[src/rtl/bin2gray_cnt.sv]
// bin2gray_cnt -- registered binary/Gray pointer counter.
//
// Keeps a binary count and a Gray-coded copy of it, both loaded from the
// same next-value on the same edge, so gray_o comes straight from a
// flop and is safe to synchronise into another clock domain.
//
// Ports
//   clk_i        : clock, rising edge
//   rst_i        : synchronous active-high reset (clears count, Gray, wrap)
//   en_i         : step the count by one this cycle
//   dir_i        : step direction, 1 = up, 0 = down (used only with en_i)
//   load_i       : load load_bin_i (wins over en_i)
//   load_bin_i   : binary value to load
//   bin_o        : registered binary count
//   gray_o       : registered Gray code of bin_o
//   gray_nxt_o   : combinational Gray code of bin_o stepped by dir_i
//   wrap_o       : registered one-cycle pulse when the count wraps
module bin2gray_cnt #(
  parameter int DATA_WIDTH = 4
) (
  input  logic                  clk_i,
  input  logic                  rst_i,
  input  logic                  en_i,
  input  logic                  dir_i,
  input  logic                  load_i,
  input  logic [DATA_WIDTH-1:0] load_bin_i,
  output logic [DATA_WIDTH-1:0] bin_o,
  output logic [DATA_WIDTH-1:0] gray_o,
  output logic [DATA_WIDTH-1:0] gray_nxt_o,
  output logic                  wrap_o
);

  localparam logic [DATA_WIDTH-1:0] C_ONE   = DATA_WIDTH'(1);
  localparam logic [DATA_WIDTH-1:0] C_ZERO  = '0;
  localparam logic [DATA_WIDTH-1:0] C_ONES  = '1;

  function automatic logic [DATA_WIDTH-1:0] bin2gray(input logic [DATA_WIDTH-1:0] b);
    return b ^ (b >> 1);
  endfunction

  logic [DATA_WIDTH-1:0] r_bin_p1;
  logic [DATA_WIDTH-1:0] r_gray_p1;
  logic                  r_wrap_p1;

  logic [DATA_WIDTH-1:0] w_bin_step;
  logic                  w_step_wrap;
  logic [DATA_WIDTH-1:0] w_bin_nxt;
  logic                  w_wrap_nxt;

  // Stage 0: candidate step and next-value selection
  always_comb begin
    w_bin_step  = dir_i ? (r_bin_p1 + C_ONE) : (r_bin_p1 - C_ONE);
    // A step wraps when it leaves the extreme value in its direction.
    w_step_wrap = dir_i ? (r_bin_p1 == C_ONES) : (r_bin_p1 == C_ZERO);
  end

  always_comb begin
    w_bin_nxt  = r_bin_p1;
    w_wrap_nxt = 1'b0;
    if (load_i) begin
      w_bin_nxt = load_bin_i;
    end else if (en_i) begin
      w_bin_nxt  = w_bin_step;
      w_wrap_nxt = w_step_wrap;
    end
  end

  // Stage 1: binary and Gray loaded together from the same next value
  always_ff @(posedge clk_i) begin
    if (rst_i) begin
      r_bin_p1  <= '0;
      r_gray_p1 <= '0;
      r_wrap_p1 <= 1'b0;
    end else begin
      r_bin_p1  <= w_bin_nxt;
      r_gray_p1 <= bin2gray(w_bin_nxt);
      r_wrap_p1 <= w_wrap_nxt;
    end
  end

  assign bin_o      = r_bin_p1;
  assign gray_o     = r_gray_p1;
  assign wrap_o     = r_wrap_p1;
  // Look-ahead ignores load/en/reset: it only answers "what would one step give".
  assign gray_nxt_o = bin2gray(w_bin_step);

endmodule

[config.mk]
export PLATFORM = sky130hd
export DESIGN_NAME = bin2gray_cnt
export DESIGN_NICKNAME = d
export VERILOG_FILES = /design/src/rtl/bin2gray_cnt.sv
export SDC_FILE = /design/constraint.sdc
export NUM_CORES = 1
export LEC_CHECK = 0
export CAP_MARGIN = 20
export CORE_AREA = 2 2 39 41
export DETAILED_ROUTE_END_ITERATION = 16
export DIE_AREA = 0 0 41 43
export PLACE_DENSITY = 0.83
export SYNTH_ARGS = -nofsm -noshare
export SYNTH_HDL_FRONTEND = slang
export SYNTH_SLANG_ARGS = --single-unit
[constraint.sdc]
create_clock -name clk_i -period 4.8 [get_ports clk_i]
set_clock_uncertainty 0.2 [all_clocks]
set_input_delay 0.96 -clock clk_i [delete_from_list [all_inputs] [get_ports clk_i]]
set_output_delay 0.96 -clock clk_i [all_outputs]
set_load 0.01 [all_outputs]
==> run_results.csv <==
group,metric,value,unit
run_status,status,"completed",
setup_path,startpoint,"dir_i",
sta,setup_tns,0,ps
sta,setup_viol,0,
power,vdd_drop_max,0.144,mV
place,placed_cell_area,787,µm²
setup_path,cpMostUsedCell,"clkdlybuf4s50_1",
synthesis,synth_top_flop_cell,"dfxtp_1",
synthesis,syn_area,583,µm²
synthesis,avgSynthCellArea,9.11,µm²
power,p_per_area,301,mW/mm²
worst_hold_path,hold_class,"reg2reg",
floorplanning,die_y,43,µm
setup_path,startpoint_type,"primary input",
clock_tree,numClockSinks,8,
setup_path,slowest_stage,"clkdlybuf4s50_1",
detailed_routing,vias,541,
finish,fillers,136,
synthesis,synth-async-reset-ratio,0,
detailed_routing,drt_pass1_iterations,4,
synthesis,synth_area_leaders,"dfxtp_1 (27%), xnor2_1 (6.0%), xor2_1 (4.5%), ha_1 (4.3%), xnor3_1 (3.9%)",
floorplanning,start_util,0.421,
sta,worst_slew_pin_slew,502,ps
clock_tree,cts.repair.resized,0,
power,switching_share,0.311,
clock_tree,htreeDepth,1,
synthesis,ys_ff_latch,8,
finish,area_growth,38.8,%
setup_path,cp.arrival,3310,ps
synthesis,synth_top_cell_area_share,0.275,
synthesis,synth_edf_count,0,
worst_hold_path,min_from,"bin_o[2]",
clock_tree,clock_path_buffers,2,
clock_tree,clk_latency,250,ps
setup_path,path_class,"in2out",
detailed_routing,final_antenna_net_count,0,
finish,fin_area,810,µm²
synthesis,synth_top_cells_by_count,"dfxtp_1 (8), a21oi_1 (4), inv_1 (4), nor2_1 (4), xnor2_1 (4)",
synthesis,ys_warn_count,0,
setup_path,cp.required,3640,ps
floorplanning,core_area,0.00138,mm²
setup_path,rr_startpoint,"bin_o[0]",
sta,final_max_slew_viol_count,0,
clock_tree,cts_tree,"done",
place,post-place-cells,97,
sta,relSlewSlack,0.663,
power,combPwrFrac,0.461,
place,gp_congestion,0.745,
detailed_routing,drc_errors,0,
finish,fin_cells,100,
clock_tree,path_clk_slew,60,ps
floorplanning,dieArea,0.00176,mm²
floorplanning,io_pins,22,
power,power_frac_clock,0.213,
power,intPower,0.168,mW
setup_path,cp_slowest_stage_delay,490,ps
sta,fin_crit_sh,0.931,
clock_tree,cts_buffers,3,
synthesis,ys_types,34,
global_route,grt_pass1_vias,494,
sta,hold_violations,0,
synthesis,synth_top_area_cell,"dfxtp_1",
floorplanning,rows,14,
clock_tree,postCtsHoldBufs,0,
floorplanning,die_w,41,µm
sta,min_period,4470,ps
synthesis,ys_seq_area_frac,0.275,
clock_tree,clock-root-buffer,"clkbuf_4",
global_route,overflow,0,
setup_path,crit_chain,"clkdlybuf4s50_1, inv_1, ha_1, a21oi_1, nand2_1, xnor2_1, xnor3_1, clkdlybuf4s50_1",
power,pwr-share-seq,0.327,
global_route,antenna_found_initial,0,
global_route,grt_usage,0.180,
finish,antennaDiodeCount,0,
detailed_routing,wire_per_inst,12.8,µm
place,portBuffers,21,
global_route,grt_max_degree,13,
finish,finalNetCount,98,
clock_tree,cts_setup_buffers,0,
global_route,grt_pass1_wl,2.07,mm
setup_path,cp_max_fo,4,
detailed_routing,drt-initial-drc-count,9,
place,hpwl,988,µm
sta,fmax,224,MHz
synthesis,synthesis.nets,76,
sta,rsz0062_at_grt,"false",
synthesis,syn_inst,64,
synthesis,yosysMostFrequentCell,"dfxtp_1",
flow_run,maxCapViolations,0,
power,power_switching,0.0758,mW
power,p_leak,0.343,nW
detailed_routing,drt_wl_total,1.28,mm
finish,drive_gt1_frac,0.0714,
detailed_routing,avgViaCountPerCell,5.41,
setup_path,endpoint_kind,"output port",
metrics by stage:
| step | total power, mW | utilization | hold slack [ps] | worst slack, ps |
|---|---|---|---|---|
| 6_report | 0.244 | 0.585 | 519 | 332 |
| 4_1_cts | 0.247 | 0.585 | 526 | 321 |
| 5_1_grt | 0.259 | 0.585 | 595 | 173 |
| 3_5_place_dp | 0.194 | 0.569 | 512 | 333 |
| 3_3_place_gp | 0.191 | 0.569 | 505 | 400 |
| 2_1_floorplan | 0.142 | - | 472 | 1380 |
area by class of cell:
class / instances / area [µm²] / area share
Clock buffer: 3 / 22.5 / 0.0278
Sequential cell: 8 / 160 / 0.198
Inverter: 4 / 15.0 / 0.0185
Tap cell: 16 / 20.0 / 0.0247
Multi-Input combinational cell: 47 / 374 / 0.462
Timing Repair Buffer: 22 / 218 / 0.269
worst max-delay path, delay by kind of cell:
family          cells  cell delay [ps]
xor+xnor            2              620
fa+ha+maj           1              360
simple gates        1               90
buf+inv             3             1070
compound gates      1              210
registers in the layout, indices dropped and copies added (netlist names):
name    cells
bin_o       4
gray_o      3
wrap_o      1
routing by layer:
layer | wire length [µm] | share of wire | track usage | vias up
met5 | 0 | 0 | 0 | -
met4 | 14 | 0.011 | 0.120 | 0
met3 | 84 | 0.065 | 0.0314 | 2
met2 | 640 | 0.50 | 0.266 | 21
met1 | 543 | 0.42 | 0.226 | 253
li1 | - | - | - | 265
cells in the final DEF, fill, tap and decap left out, types with 2 or more instances in the layout:
cell,count
nor2b_1,2
clkbuf_4,3
nor2_1,4
dfxtp_1,8
a21oi_1,4
nand3b_1,2
xor2_1,3
mux2i_1,2
clkdlybuf4s50_1,21
inv_1,4
xnor2_1,4
nor3b_1,2
ha_1,2
nand2_1,2
a21o_1,2
power groups by stage:
stage               sequential [mW]  clock, mW  combinational, mW
floorplan                    0.0809          0             0.0612
global placement             0.0807          0              0.110
detailed placement           0.0809          0              0.113
CTS                          0.0795     0.0540              0.113
global route                 0.0807     0.0566              0.122
finish                       0.0796     0.0518              0.112
final timing paths:
kind                                       to  slack [ps]  cells past startpoint
worst max register to register      gray_o[1]        2440                      6
worst min-delay path                   wrap_o         520                      4
worst max-delay path            gray_nxt_o[2]         330                      8
worst min register to register         wrap_o         520                      4
kinds of logic (layout without fill, tap and decap cells):
group / count (synthesis) / after routing / share of synthesized area
adder cells (fa/ha/maj): 3 / 3 / 0.0772
AO/OA/AOI/OAI: 11 / 11 / 0.131
multiplexers: 2 / 2 / 0.0343
flip-flops: 8 / 8 / 0.275
buffers and inverters: 9 / 29 / 0.0837
AND/OR/NAND/NOR: 23 / 23 / 0.255
XOR/XNOR: 8 / 8 / 0.144
Note: power is estimated with default switching activity, not from simulation.
